[src/rtl/mc_pkg.sv]
// Shared types and encodings for the RV32I multi-cycle sequencer.
package mc_pkg;

  typedef enum logic [2:0] {
    S_FETCH  = 3'd0,
    S_DECODE = 3'd1,
    S_EXEC   = 3'd2,
    S_MEM    = 3'd3,
    S_WB     = 3'd4,
    S_TRAP   = 3'd5
  } state_t;

  localparam logic [6:0] OPC_OP     = 7'd51;
  localparam logic [6:0] OPC_OPIMM  = 7'd19;
  localparam logic [6:0] OPC_LOAD   = 7'd3;
  localparam logic [6:0] OPC_STORE  = 7'd35;
  localparam logic [6:0] OPC_BRANCH = 7'd99;

  localparam logic [2:0] IMM_I = 3'b000;
  localparam logic [2:0] IMM_B = 3'b001;
  localparam logic [2:0] IMM_S = 3'b010;

  localparam logic [2:0] F3_BEQ = 3'b000;
  localparam logic [2:0] F3_BNE = 3'b001;

  localparam logic [2:0] ALU_ADD = 3'b000;

endpackage

[src/rtl/mc_decode.sv]
// Combinational opcode/funct3 classification feeding the sequencer FSM.
module mc_decode
  import mc_pkg::*;
(
  input  logic [6:0] opcode,
  input  logic [2:0] funct3,
  output logic       is_op,
  output logic       is_opimm,
  output logic       is_load,
  output logic       is_store,
  output logic       is_branch,
  output logic       legal
);

  logic branch_f3_ok;

  always_comb begin
    is_op        = (opcode == OPC_OP);
    is_opimm     = (opcode == OPC_OPIMM);
    is_load      = (opcode == OPC_LOAD);
    is_store     = (opcode == OPC_STORE);
    is_branch    = (opcode == OPC_BRANCH);
    // Only BEQ/BNE are implemented; other branch flavours trap.
    branch_f3_ok = (funct3 == F3_BEQ) || (funct3 == F3_BNE);
    legal        = is_op || is_opimm || is_load || is_store ||
                   (is_branch && branch_f3_ok);
  end

endmodule

[src/rtl/mc_sequencer.sv]
// Multi-cycle FETCH/DECODE/EXEC/MEM/WB sequencer for an RV32I datapath.
// Optional MC_PERF_EN adds cycle and retired-instruction counters.
module mc_sequencer
  import mc_pkg::*;
#(
  parameter int AW = 32
) (
  input  logic          clk_i,
  input  logic          rst_i,
  input  logic [AW-1:0] instr_i,
  input  logic          Eq_i,
  input  logic          mem_ready_i,
  output logic          mem_req_o,
  output logic          mem_we_o,
  output logic          adr_src_o,
  output logic          ir_we_o,
  output logic          pc_we_o,
  output logic          PCsrc_o,
  output logic          RegWrite_o,
  output logic          result_src_o,
  output logic [2:0]    ALUctrl_o,
  output logic          ALUsrc_o,
  output logic [2:0]    ImmSrc_o,
  output logic          trap_o
`ifdef MC_PERF_EN
  ,
  output logic [31:0]   perf_cycle_o,
  output logic [31:0]   perf_instret_o
`endif
);

  state_t     state_reg, state_next;
  logic [6:0] opcode;
  logic [2:0] funct3;
  logic       is_op, is_opimm, is_load, is_store, is_branch, legal;
  logic       unused_instr_bits;

  assign opcode = instr_i[6:0];
  assign funct3 = instr_i[14:12];
  assign unused_instr_bits = ^{instr_i[AW-1:15], instr_i[11:7]};

  mc_decode u_decode (
    .opcode    (opcode),
    .funct3    (funct3),
    .is_op     (is_op),
    .is_opimm  (is_opimm),
    .is_load   (is_load),
    .is_store  (is_store),
    .is_branch (is_branch),
    .legal     (legal)
  );

  always_ff @(posedge clk_i) begin
    if (rst_i) begin
      state_reg <= S_FETCH;
    end else begin
      state_reg <= state_next;
    end
  end

  always_comb begin
    state_next   = state_reg;
    mem_req_o    = 1'b0;
    mem_we_o     = 1'b0;
    adr_src_o    = 1'b0;
    ir_we_o      = 1'b0;
    pc_we_o      = 1'b0;
    PCsrc_o      = 1'b0;
    RegWrite_o   = 1'b0;
    result_src_o = 1'b0;
    ALUctrl_o    = ALU_ADD;
    ALUsrc_o     = 1'b0;
    ImmSrc_o     = IMM_I;
    trap_o       = 1'b0;
    // Everything is forced low while reset is held, whatever the state register holds.
    if (!rst_i) begin
      case (state_reg)
        S_FETCH: begin
          mem_req_o = 1'b1;
          if (mem_ready_i) begin
            ir_we_o    = 1'b1;
            state_next = S_DECODE;
          end
        end
        S_DECODE: begin
          state_next = legal ? S_EXEC : S_TRAP;
        end
        S_EXEC: begin
          if (is_op) begin
            ALUctrl_o  = funct3;
            state_next = S_WB;
          end else if (is_opimm) begin
            ALUctrl_o  = funct3;
            ALUsrc_o   = 1'b1;
            ImmSrc_o   = IMM_I;
            state_next = S_WB;
          end else if (is_load || is_store) begin
            ALUsrc_o   = 1'b1;
            ImmSrc_o   = is_store ? IMM_S : IMM_I;
            state_next = S_MEM;
          end else if (is_branch) begin
            ImmSrc_o   = IMM_B;
            pc_we_o    = 1'b1;
            PCsrc_o    = (funct3 == F3_BNE) ? !Eq_i : Eq_i;
            state_next = S_FETCH;
          end else begin
            state_next = S_TRAP;
          end
        end
        S_MEM: begin
          // The ALU keeps producing the address, so its selects stay as in EXEC.
          mem_req_o = 1'b1;
          adr_src_o = 1'b1;
          mem_we_o  = is_store;
          ALUsrc_o  = 1'b1;
          ImmSrc_o  = is_store ? IMM_S : IMM_I;
          if (mem_ready_i) begin
            if (is_store) begin
              pc_we_o    = 1'b1;
              state_next = S_FETCH;
            end else begin
              state_next = S_WB;
            end
          end
        end
        S_WB: begin
          RegWrite_o   = 1'b1;
          pc_we_o      = 1'b1;
          result_src_o = is_load;
          state_next   = S_FETCH;
        end
        S_TRAP: begin
          trap_o = 1'b1;
        end
        default: begin
          state_next = S_FETCH;
        end
      endcase
    end
  end

`ifdef MC_PERF_EN
  logic [31:0] perf_cycle_reg, perf_instret_reg;

  always_ff @(posedge clk_i) begin
    if (rst_i) begin
      perf_cycle_reg   <= 32'd0;
      perf_instret_reg <= 32'd0;
    end else begin
      perf_cycle_reg <= perf_cycle_reg + 32'd1;
      if (pc_we_o) begin
        perf_instret_reg <= perf_instret_reg + 32'd1;
      end
    end
  end

  assign perf_cycle_o   = rst_i ? 32'd0 : perf_cycle_reg;
  assign perf_instret_o = rst_i ? 32'd0 : perf_instret_reg;
`endif

endmodule

[config.mk]
export PLATFORM = sky130hd
export DESIGN_NAME = mc_sequencer
export DESIGN_NICKNAME = d
export VERILOG_FILES = /design/src/rtl/mc_pkg.sv /design/src/rtl/mc_decode.sv /design/src/rtl/mc_sequencer.sv
export SDC_FILE = /design/constraint.sdc
export NUM_CORES = 1
export LEC_CHECK = 0
export CAP_MARGIN = 20
export CORE_MARGIN = 10
export CORE_UTILIZATION = 30
export CTS_BUF_LIST = sky130_fd_sc_hd__clkbuf_8
export DETAILED_ROUTE_END_ITERATION = 6
export PLACE_DENSITY = 0.87
export REMOVE_ABC_BUFFERS = 1
export SLEW_MARGIN = 20
export SYNTH_ARGS = -nofsm -noshare
export SYNTH_HDL_FRONTEND = slang
export SYNTH_SLANG_ARGS = --single-unit
[constraint.sdc]
create_clock -name clk_i -period 2.6 [get_ports clk_i]
set_input_delay 0.39 -clock clk_i [delete_from_list [all_inputs] [get_ports clk_i]]
set_output_delay 0.39 -clock clk_i [all_outputs]
set_load 0.1 [all_outputs]
# After elaboration in Yosys (flattened, before gate mapping)
# Index checks and enable logic that the tools add are counted.
# word_totals
register_bits,3
output_inout_bits,16
wordCells,82
# op_classes
n_eq_ne,13
mux,55
bitwise,1
reduce_logical,12
# op_table
cell,count
3-bit 2-to-1 mux,12
1-bit 2-to-1 mux,34
3-bit case mux with 5 select lines,1
7-bit by 6-bit equality test with 1-bit output (second input constant),2
2-bit 2-to-1 mux,5
7-bit by 2-bit equality test with 1-bit output (second input constant),1
7-bit by 5-bit equality test with 1-bit output (second input constant),1
7-bit equality test (second input constant),1
3-bit by 1-bit equality test with 1-bit output (second input constant),2
3-bit by 2-bit equality test with 1-bit output (second input constant),2
3-bit equality test (second input constant),2
3-bit logical NOT,2
1-bit logical OR,6
2-bit inequality test (second input constant),2
2-bit case mux with 2 select lines,1
1-bit case mux with 3 select lines,1
3-bit AND reduction,1
1-bit case mux with 2 select lines,1
2-bit OR reduction,1
1-bit logical AND,1
1-bit logical NOT,1
1-bit inverter,1

# Logic depth before layout (Yosys ltp)
# Gate-level depths: netlist of run 1.
# logic_depth
depth_word,8
mapped_depth,5
mapped_depth_nobuf,4

# Cells and area by module
# Synthesis of run 1 repeated with hierarchy kept, for this count alone.
# hier_totals
hier_cells,75
area_unflattened_um2,543.0
# modules_own_cells
module,n_inst,cells_each,area_per_inst_um2
mc_sequencer,1,65,473.0
mc_decode,1,10,70.1

# Worst setup path after synthesis of run 1
# No wires, ideal clock.
# synth_path
path_kind,input to output
start,in rst_i
end,out result_src_o
arrival_time_ps,3666
t_required_ps,2210
setup_slack_ps,-1456
stages,3
path_buffers,0
path_cell_list,nand2b_1 -> nor3_1 -> and3b_1
# synth_between
elab_chain_cells,1
# synth_lines
element,line_no,rtl
"start, declared",mc_sequencer.sv:9,"input logic rst_i,"
1-bit 2-to-1 mux,mc_sequencer.sv:76,if (!rst_i) begin
"end, declared",mc_sequencer.sv:20,"output logic result_src_o,"
# Every way passes these cells.

# Worst setup path in the final report of run 1
# layout_path
start,in instr_i[0]
end,out PCsrc_o
# layout_between
elab_chain_cells,7
# layout_lines
element,line_no,rtl
"start, declared",mc_sequencer.sv:10,"input logic [AW-1:0] instr_i,"
"7-bit equality test, or another cell as far along",mc_decode.sv:22,is_branch = (opcode == OPC_BRANCH);
1-bit 2-to-1 mux / 1-bit logical OR (equally long branches),"mc_sequencer.sv:101, mc_sequencer.sv:97",
1-bit 2-to-1 mux,mc_sequencer.sv:97,end else if (is_load || is_store) begin
1-bit 2-to-1 mux,mc_sequencer.sv:92,end else if (is_opimm) begin
1-bit 2-to-1 mux (*),mc_sequencer.sv:89,if (is_op) begin
1-bit 2-to-1 mux (*),mc_sequencer.sv:77,case (state_reg)
1-bit 2-to-1 mux (*),mc_sequencer.sv:76,
"end, declared",mc_sequencer.sv:18,"output logic PCsrc_o,"
# Every way passes the cells marked *; elsewhere a longest branch is shown, timed or not.

==> summary.md, run 1 <==
| Metric | Value |
|---|---|
| Clk buf depth | `2` |
| Crit Path Class | `primary input to output pin` |
| Synth area leaders | `dfxtp_1, nor2_1, and2_1` |
| Setup Fix Bufs, Post-CTS | `0` |
| First-pass GRT wire length | `2.94 mm` |
| Synth top area share | `0.131` |
| FF-to-FF Start | `state_reg[0]` |
| P_leak | `just under 0.4 nW` |
| Final critical-path share of the clock period | `0.949` |
| Post-synth EDFFs | `0` |
| Crit start category | `primary input` |
| Chip Width | `a little under 60 µm` |
| Initial antenna violation count | `0` |
| RSZ-0062 raised after global routing | `false` |
| Skew final | `0.000175 ns` |
| Worst hold path class | `flop to flop` |
| Final #Nets | `approximately 130` |
| Number of distinct library cells after synthesis | `35` |
| Via-to-Cell Ratio | `5.54` |
| Antenna cell count | `0` |
| Synthesized cell area | `458 µm²` |
| Sequential cell area fraction in the yosys report | `0.131` |
| Critical Path AT | `2.08 ns` |
| WL per Instance | `15.5 µm` |
| Core area | `roughly 1500 µm²` |
| Crit path max-delay family | `simple AND/OR/NAND/NOR gates` |
| Outcome | `finished clean` |
| First-pass detailed-route iteration total | `4` |
| Crit end category | `output pin` |
| Ys flop type | `dfxtp_1` |
| Mean Syn Cell Area | `7.05 µm²` |
| Total GRT Usage | `0.103` |
| Peak VDD IR | `0.236 mV` |
| CP max FO | `3` |
| Port Buf Inserts | `28` |
| Max_cap viols | `0` |
| Area leader, netlist | `dfxtp_1` |
| Initial Util | `0.311` |
| Hold Crit Start | `state_reg[1]` |
| Remaining DRCs | `0` |
| Synthesized instance count | `65` |
| GPL Wtd Cong | `0.922` |
| Total gr overflow | `0` |
| Post-CTS Hold Fix Bufs | `0` |
| Pin count of the biggest net entering global routing | `12` |
| WL final | `1.73 mm` |
| DRT iter0 DRCs | `22` |
| TritonCTS clock tree | `yes` |
| Final setup violation count | `0` |
| Worst-path clk slew | `0.03 ns` |
| Number of global-route vias before repair | `633` |
| Fmax | `around 410 MHz` |
| Boundary Pins | `52` |
| Max Slew Vio Count | `0` |
| H-tree depth | `1` |
| Total die area | `3490 µm²` |
| Reg2reg path depth | `4` |
| Slowest stage cell, crit path | `clkdlybuf4s50_1` |
| CTS root buf | `clkbuf_8` |
| Worst-Skew Late Latency | `approximately 0.21 ns` |
| Most common cell after layout, fill and taps aside | `buf_12` |
| Ys async rst share | `0` |
| Cell count after placement | `about 110` |
| Cts repair resizes | `0` |
| CP cell instances | `clkdlybuf4s50_1, nor4bb_1, and4_1, and2_1, buf_12` |
| Share of cells above drive strength 1 | `0.250` |
| P&R area growth vs syn | `106%` |
| WHS Path Cells | `2` |
| WHS | `0.606 ns` |
| Critical path required time | `2.21 ns` |
| Via count | `620` |
| CP max stage delay | `0.47 ns` |
| Max FFs per register | `3` |
| Reg2reg end | `state_reg[2]` |
| Flop and latch count out of synthesis | `3` |
| Fin cells | `112` |
| ANT nets after route | `0` |
| Pwr Density | `351 nW/µm²` |
| Final min period | `2.47 ns` |
| Chip Height | `between 50 and 60 µm` |
| Critical path buffers and inverters | `2` |
| Synth warn | `0` |
| DPL Wire Length | `1.49 mm` |
| Hold Path End | `state_reg[1]` |
| Flop2flop setup slack | `around 1.2 ns` |
| Final Hold Fails | `0` |
| Row cnt | `14` |
| Total CTS buffers | `3` |
| Commonest cells after routing, fill and taps aside | `buf_12, clkdlybuf4s50_1, nor2_1, inv_1` |
| Clock sink total | `3` |
==> cell usage after synthesis (all sizes together) (2+ instances only) <==
master,instances
nor2,9
nor3,5
a21oi,4
and2,4
inv,4
nand2,4
and3,3
buf,3
dfxtp,3
nand2b,3
a211o,2
and4,2
mux2i,2
o21bai,2
==> cells by family (layout without fill, tap and decap cells) <==
kind of cell / Yosys count / after routing / share of synthesized area
multiplexers: 2 / 2 / 0.0437
other: 1 / 1 / 0.00819
buffers and inverters: 7 / 38 / 0.0847
AND/OR/NAND/NOR: 36 / 36 / 0.484
flip-flops: 3 / 3 / 0.131
AO/OA/AOI/OAI: 15 / 15 / 0.230
XOR/XNOR: 1 / 1 / 0.0191
==> through the flow <==
| step | total power, mW | setup WS (ns) | area (µm²) | TNS [ns] | util |
|---|---|---|---|---|---|
| after detailed placement | 0.203 | 0.120 | 900 | 0 | 0.611 |
| after global placement | 0.200 | 0.175 | 900 | 0 | 0.611 |
| after floorplan | 0.141 | -1.50 | 434 | -5.35 | - |
| final | 0.331 | 0.132 | 945 | 0 | 0.642 |
| after global routing | 0.350 | 0.0445 | 945 | 0 | 0.642 |
| after CTS | 0.333 | 0.120 | 945 | 0 | 0.642 |
==> layout make-up <==
| class | instances | area, µm² |
|---|---|---|
| Timing Repair Buffer | 30 | 445 |
| Tap cell | 16 | 20.0 |
| Fill cell | 124 | 527 |
| Inverter | 4 | 15.0 |
| Clock buffer | 3 | 41.3 |
| Clock inverter | 1 | 3.75 |
| Sequential cell | 3 | 60.1 |
| Multi-Input combinational cell | 55 | 359 |
==> per-layer routing <==
layer	global-route usage	wire length, µm	vias up
met5	0	0	-
met2	0.179	961	34
met4	0.0262	0	0
met3	0.0343	128	0
li1	-	-	300
met1	0.116	643	286
==> worst max-delay path by stage <==
stage                  from      endpoint  slack, ns  cells after the start
6_report         instr_i[0]       PCsrc_o       0.13                      5
5_1_grt          instr_i[0]       PCsrc_o       0.04                      5
4_1_cts          instr_i[0]       PCsrc_o       0.12                      5
3_5_place_dp     instr_i[0]       PCsrc_o       0.12                      5
3_3_place_gp     instr_i[0]       PCsrc_o       0.17                      5
2_1_floorplan  state_reg[2]  result_src_o      -1.50                      3
==> report_power, final <==
part           internal [mW]  switching (mW)
Clock                  0.100          0.0273
Combinational         0.0602          0.0821
Sequential            0.0506          0.0110
==> worst reg2reg max path, stage by stage (launching register included) <==
cell and delay (ns):
dfxtp_1 0.48, nand2b_1 0.22, nor2_1 0.31, a21oi_1 0.08, a311oi_1 0.25
Power figures use the tool's default switching activity.
==> run 2: changes to the inputs <==
--- a/config.mk
+++ b/config.mk
@@ -10,6 +10,7 @@
 export CORE_UTILIZATION = 30
 export CTS_BUF_LIST = sky130_fd_sc_hd__clkbuf_8
 export DETAILED_ROUTE_END_ITERATION = 6
+export GPL_TIMING_DRIVEN = 0
 export PLACE_DENSITY = 0.87
 export REMOVE_ABC_BUFFERS = 1
 export SLEW_MARGIN = 20
==> run 2 against run 1 <==
First-iteration DRC count shrank 9.1%; clock skew increased by 0.0011 ns; wire length is 2.0% lower; combinational power fell by 15%; non-clock buffer count decreased by 2; register-to-register slack improved by 0.09 ns; global-route usage down 0.95 points; die area unchanged; critical path type unchanged; highest routed layer is now met4.
==> summary.md, run 2 (synthesis gave the netlist of run 1 again) <==
| Metric | Value |
|---|---|
| Outcome | `finished clean` |
| Via count | `594 (-4.2%)` |
| Hold Crit Start | `state_reg[1]` |
| WL per Instance | `15.4 µm (-0.18%)` |
| Final #Nets | `131 (-1.5%)` |
| First-pass detailed-route iteration total | `4 (unchanged)` |
| Filler cells | `155 (+25%)` |
| Flop pwr share | `0.197 (+0.011)` |
| H-tree depth | `1 (unchanged)` |
| Slack of the critical path | `0.129 ns (-0.00315 ns)` |
| Critical path buffers and inverters | `2 (unchanged)` |
| Flop2flop setup slack | `1.27 ns (+0.09 ns)` |
| Hold Path End | `state_reg[1]` |
| Worst-margin pin slew | `0.965 ns` |
| Worst rel slew slack | `0.359` |
| Crit path max-delay family | `buffers and inverters` |
| DPL Wire Length | `1.38 mm (-7.5%)` |
| Worst-Skew Late Latency | `0.21 ns (about the same)` |
| Skew final | `0.00128 ns (+0.00110 ns)` |
| Core area | `1470 µm² (unchanged)` |
| Final Hold Fails | `0 (unchanged)` |
| Max FFs per register | `3 (unchanged)` |
| Crit Path Class | `primary input to output pin` |
| Chip Height | `59.1 µm (unchanged)` |
| P&R area growth vs syn | `61.7%` |
| Fmax | `405 MHz (-0.13%)` |
| Pre-CTS WS | `-0.666 ns (-0.786 ns)` |
| FF/Latch Area | `60.1 µm² (unchanged)` |
| RSZ-0062 raised after global routing | `true` |
| Setup TNS | `0 ns (unchanged)` |
| Worst-path clk slew | `0.03 ns (about the same)` |
| FF-to-FF Start | `state_reg[0]` |
| TritonCTS clock tree | `yes` |
| DRT iter0 DRCs | `20 (-9.1%)` |
| Crit start category | `primary input` |
| Total CTS buffers | `3 (unchanged)` |
| Pwr Density | `419 nW/µm² (+19%)` |
| GPL Wtd Cong | `0.909 (-1.5%)` |
| CP max stage delay | `0.55 ns (+0.08 ns)` |
| P_sw | `0.117 mW (-2.6%)` |
| Crit end category | `output pin` |
| Total die area | `3490 µm² (unchanged)` |
| Switch share | `0.378 (+0.0150)` |
| Final setup violation count | `0 (unchanged)` |
| Critical Path AT | `2.08 ns (about the same)` |
| WHS Path Cells | `2 (unchanged)` |
| Initial antenna violation count | `0 (unchanged)` |
| Total GRT Usage | `0.0933 (-0.00946)` |
| Total gr overflow | `0 (unchanged)` |
| ANT nets after route | `0 (unchanged)` |
| Setup Fix Bufs, Post-CTS | `0 (unchanged)` |
| Via-to-Cell Ratio | `5.40 (-2.5%)` |
| Multi-input gate area | `365 µm² (+1.7%)` |
| CP cell instances | `clkdlybuf4s50_1, nand4bb_1, nor2_1, and3_1, clkdlybuf4s18_2` |
| Number of global-route vias before repair | `568 (-10%)` |
| Clock network power share | `0.416 (+0.031)` |
| Slowest stage cell, crit path | `clkdlybuf4s18_2` |
| Row cnt | `14 (unchanged)` |
| Boundary Pins | `52 (unchanged)` |
| Tot Pwr | `0.310 mW (-6.4%)` |
| Clk buf depth | `2 (unchanged)` |
| Remaining DRCs | `0 (unchanged)` |
| WL final | `1.70 mm (-2.0%)` |
| First-pass GRT wire length | `2.66 mm (-9.6%)` |
| Reg2reg path depth | `4 (unchanged)` |
| CP max FO | `4 (+1)` |
| Final critical-path share of the clock period | `0.951 (+0.00121)` |
| Max_cap viols | `0 (unchanged)` |
| Clock sink total | `3 (unchanged)` |
| Initial Util | `0.311 (unchanged)` |
| P_leak | `0.338 nW (-14%)` |
| Final min period | `2.47 ns (+0.00315 ns)` |
| Share of cells above drive strength 1 | `0.234 (-0.0160)` |
| Combinational group share of total power | `0.387 (-0.042)` |
| CTS root buf | `clkbuf_8` |
| Pin count of the biggest net entering global routing | `12 (unchanged)` |
| Critical path required time | `2.21 ns (about the same)` |
| Internal | `0.193 mW (-8.6%)` |
| Antenna cell count | `0 (unchanged)` |
| Commonest cells after routing, fill and taps aside | `clkdlybuf4s50_1, nor2_1, inv_1` |
| Peak VDD IR | `0.184 mV (-22%)` |
| Reg2reg end | `state_reg[2]` |
| Post-CTS Hold Fix Bufs | `0 (unchanged)` |
| Max Slew Vio Count | `0 (unchanged)` |
| Port Buf Inserts | `28 (unchanged)` |
| Most common cell after layout, fill and taps aside | `clkdlybuf4s50_1` |
| Worst hold path class | `flop to flop` |
| Chip Width | `59.1 µm (unchanged)` |
==> run 2: changes by cell type in the layout (fill, tap and decap cells not counted) <==
| cell | change |
|---|---|
| dlygate4sd2_1 | +1 |
| clkdlybuf4s18_2 | +1 |
| buf_2 | +4 |
| clkbuf_2 | +2 |
| nor4bb_2 | +1 |
| buf_12 | -15 |
| nor4bb_1 | -1 |
| clkdlybuf4s15_2 | +1 |
| clkbuf_4 | +4 |
==> run 2: area by class of cell <==
cell class | instances | area share
clock inverters | 1 | 0.00507
multi-input cells | 55 | 0.493
repair buffers | 28 | 0.318
flip-flops and latches | 3 | 0.0811
clock buffers | 3 | 0.0557
inverters | 4 | 0.0203
well taps | 16 | 0.0270
==> run 2: tightest hold or removal path, cell delays in order (launching register included) <==
cell	delay, ns
dfxtp_1	0.39
nand2_1	0.10
o32ai_1	0.06
==> run 2: metrics by stage <==
stage | instances | hold WS (ns) | area, µm² | util
final | 110 | 0.616 | 741 | 0.503
after global routing | 110 | 0.645 | 741 | 0.503
after CTS | 110 | 0.620 | 777 | 0.528
after detailed placement | 106 | 0.615 | 734 | 0.499
after global placement | 106 | 0.583 | 734 | 0.499
after floorplan | 62 | 0.462 | 434 | -
==> run 2: worst max path at each step <==
stage | startpoint | endpoint | cells past startpoint
3_5_place_dp | instr_i[0] | PCsrc_o | 5
4_1_cts | rst_i | mem_req_o | 4
6_report | instr_i[2] | mem_we_o | 5
5_1_grt | instr_i[2] | mem_we_o | 5
3_3_place_gp | instr_i[0] | PCsrc_o | 5
2_1_floorplan | state_reg[2] | result_src_o | 3
==> run 2: routing by layer <==
layer / global-route usage / vias up / share of wire
met3: 0.0215 / 4 / 0.074
met2: 0.152 / 27 / 0.53
li1: - / 298 / -
met5: 0 / - / 0
met4: 0.0590 / 0 / 0.028
met1: 0.106 / 265 / 0.37
==> run 2: power by group through the flow <==
stage | Clock (mW) | Sequential [mW] | Combinational, mW
5_1_grt | 0.134 | 0.0622 | 0.129
3_5_place_dp | 0 | 0.0616 | 0.123
4_1_cts | 0.131 | 0.0609 | 0.121
3_3_place_gp | 0 | 0.0612 | 0.121
2_1_floorplan | 0 | 0.0593 | 0.0815
6_report | 0.129 | 0.0612 | 0.120
==> run 2: timing repair <==
| item | 4_1_cts | 5_1_grt |
|---|---|---|
| endpoints found under the setup margin | 15 | 13 |
| pin swaps | 0 | 0 |
| gates resized for setup | 49 | 24 |
==> RTL change: new RTL, flow settings as in run 2 <==
Re-encode `state_t` (6 states) as one-hot, 6 bits wide.
--- a/src/rtl/mc_pkg.sv
+++ b/src/rtl/mc_pkg.sv
@@ -1,13 +1,13 @@
 // Shared types and encodings for the RV32I multi-cycle sequencer.
 package mc_pkg;
 
-  typedef enum logic [2:0] {
-    S_FETCH  = 3'd0,
-    S_DECODE = 3'd1,
-    S_EXEC   = 3'd2,
-    S_MEM    = 3'd3,
-    S_WB     = 3'd4,
-    S_TRAP   = 3'd5
+  typedef enum logic [5:0] {
+    S_FETCH  = 6'b000001,
+    S_DECODE = 6'b000010,
+    S_EXEC   = 6'b000100,
+    S_MEM    = 6'b001000,
+    S_WB     = 6'b010000,
+    S_TRAP   = 6'b100000
   } state_t;
 
   localparam logic [6:0] OPC_OP     = 7'd51;
Check against the original RTL: same outputs for any inputs over 10 cycles, from zero or initial values and one cycle with rst_i high; not proved beyond that.
==> RTL change against run 2 <==
Total power is 11% higher. Largest power group unchanged. Wire length is 21% higher. Final area is 27% higher. Sequential cell count is 3 higher. Hold slack worse by 22 ps. Worst setup slack worse by 49 ps. Final cell count is 26% higher. Clock power is 4% higher. Area after synthesis is 33% higher. Utilization is 1.8 points lower.
==> RTL change: results (changes against run 2) <==
- Outcome: complete, no violations
- Final Wtd Congestion: 0.887 (-2.4%)
- Distinct cell type count after synthesis: 36 (+2.9%)
- DRT iter0 DRCs: 9 (-55%)
- Synth area leaders: dfxtp_1 (20%), nor2_1 (8.0%), nand2_1 (4.9%)
- Clock skew: 2.65 ps (+1.37 ps)
- Nets: 150 (+15%)
- Vias post-DR: 736 (+24%)
- Top cell type by total area after synthesis: dfxtp_1
- Final setup viols: 0 (unchanged)
- Register area share after synthesis: 0.197 (+0.0660)
- Post-synth EDFFs: 0 (unchanged)
- Commonest cells post-synth: nor2_1 (13), nand2_1 (8), dfxtp_1 (6)
- Dpl ws: -1010 ps (-340 ps)
- Max reg flops: 6 (+3)
- First-pass GRT wire length: 3.37 mm (+27%)
- Least-Margin Pin Slew: 975 ps (+9.33 ps)
- Static leakage: 0.375 nW (+11%)
- GRT Total Usage: 0.0965 (+0.00322)
- Area after DPL: 901 sq um (+23%)
- Syn. warnings: 0 (unchanged)
- Peak VDD IR: 0.000358 V (+94%)
- WL final: 2.05 mm (+21%)
- Largest net degree at the start of global routing: 13 (+1)
- HPWL after detailed placement: 1.68 mm (+22%)
- Vias in the first global route: 756 (+33%)
- Fill cell count: 200 (+29%)
- Share of layout cells above drive strength 1: 0.232 (-0.00190)
[RTL change: power by group]
group          switching, mW  internal (mW)  leakage (nW)  total [mW]
logic                 0.0643         0.0439         0.305       0.108
registers            0.00681         0.0960        0.0488       0.103
clock network         0.0346         0.0989        0.0216       0.134
[RTL change: final cells by class]
| class | instances | area [sq um] | share of cell area |
|---|---|---|---|
| multi-input combinational | 70 | 463 | 0.491 |
| timing repair buffer | 28 | 267 | 0.282 |
| sequential | 6 | 120 | 0.127 |
| clock buffer | 3 | 41.3 | 0.0438 |
| tap | 27 | 33.8 | 0.0358 |
| inverter | 5 | 18.8 | 0.0199 |
[RTL change: layer usage]
layer	vias to the layer above	wire (um)	share of wire	track usage
met4	0	0	0	0.0241
met5	-	0	0	0
li1	362	-	-	-
met1	345	772	0.38	0.106
met3	0	163	0.080	0.0292
met2	29	1110	0.54	0.176
[RTL change: metrics by stage]
stage / power [mW] / std cells / util
3_5_place_dp: 0.210 / 136 / 0.464
3_3_place_gp: 0.207 / 136 / 0.464
4_1_cts: 0.350 / 139 / 0.490
5_1_grt: 0.365 / 139 / 0.486
2_1_floorplan: 0.169 / 81 / -
6_report: 0.345 / 139 / 0.486
[RTL change: final timing paths]
path | from | endpoint | slack [ps] | cells after the start
hold reg to reg | state_reg[1] | state_reg[2] | 590 | 2
hold / removal | state_reg[1] | state_reg[2] | 590 | 2
setup reg to reg | state_reg[1] | state_reg[0] | 1050 | 4
setup / recovery | instr_i[3] | ALUctrl_o[0] | 80 | 6
[RTL change: worst max-delay path, stage by stage]
cell and delay, ps:
clkdlybuf4s50_1 470, nor4bb_4 370, and4_4 300, nor3b_2 210, and2_1 170, buf_6 220
[RTL change: logic make-up after synthesis]
family | Yosys count | synth area share
compound gates | 15 | 0.164
xor+xnor | 3 | 0.0431
buf+inv | 8 | 0.0678
flops | 6 | 0.197
other cells | 1 | 0.00615
simple gates | 51 | 0.522
[RTL change: repair_timing]
item                                    4_1_cts  5_1_grt
gates cloned                                  0        0
gates resized for setup                      67        9
endpoints found under the setup margin       15        8
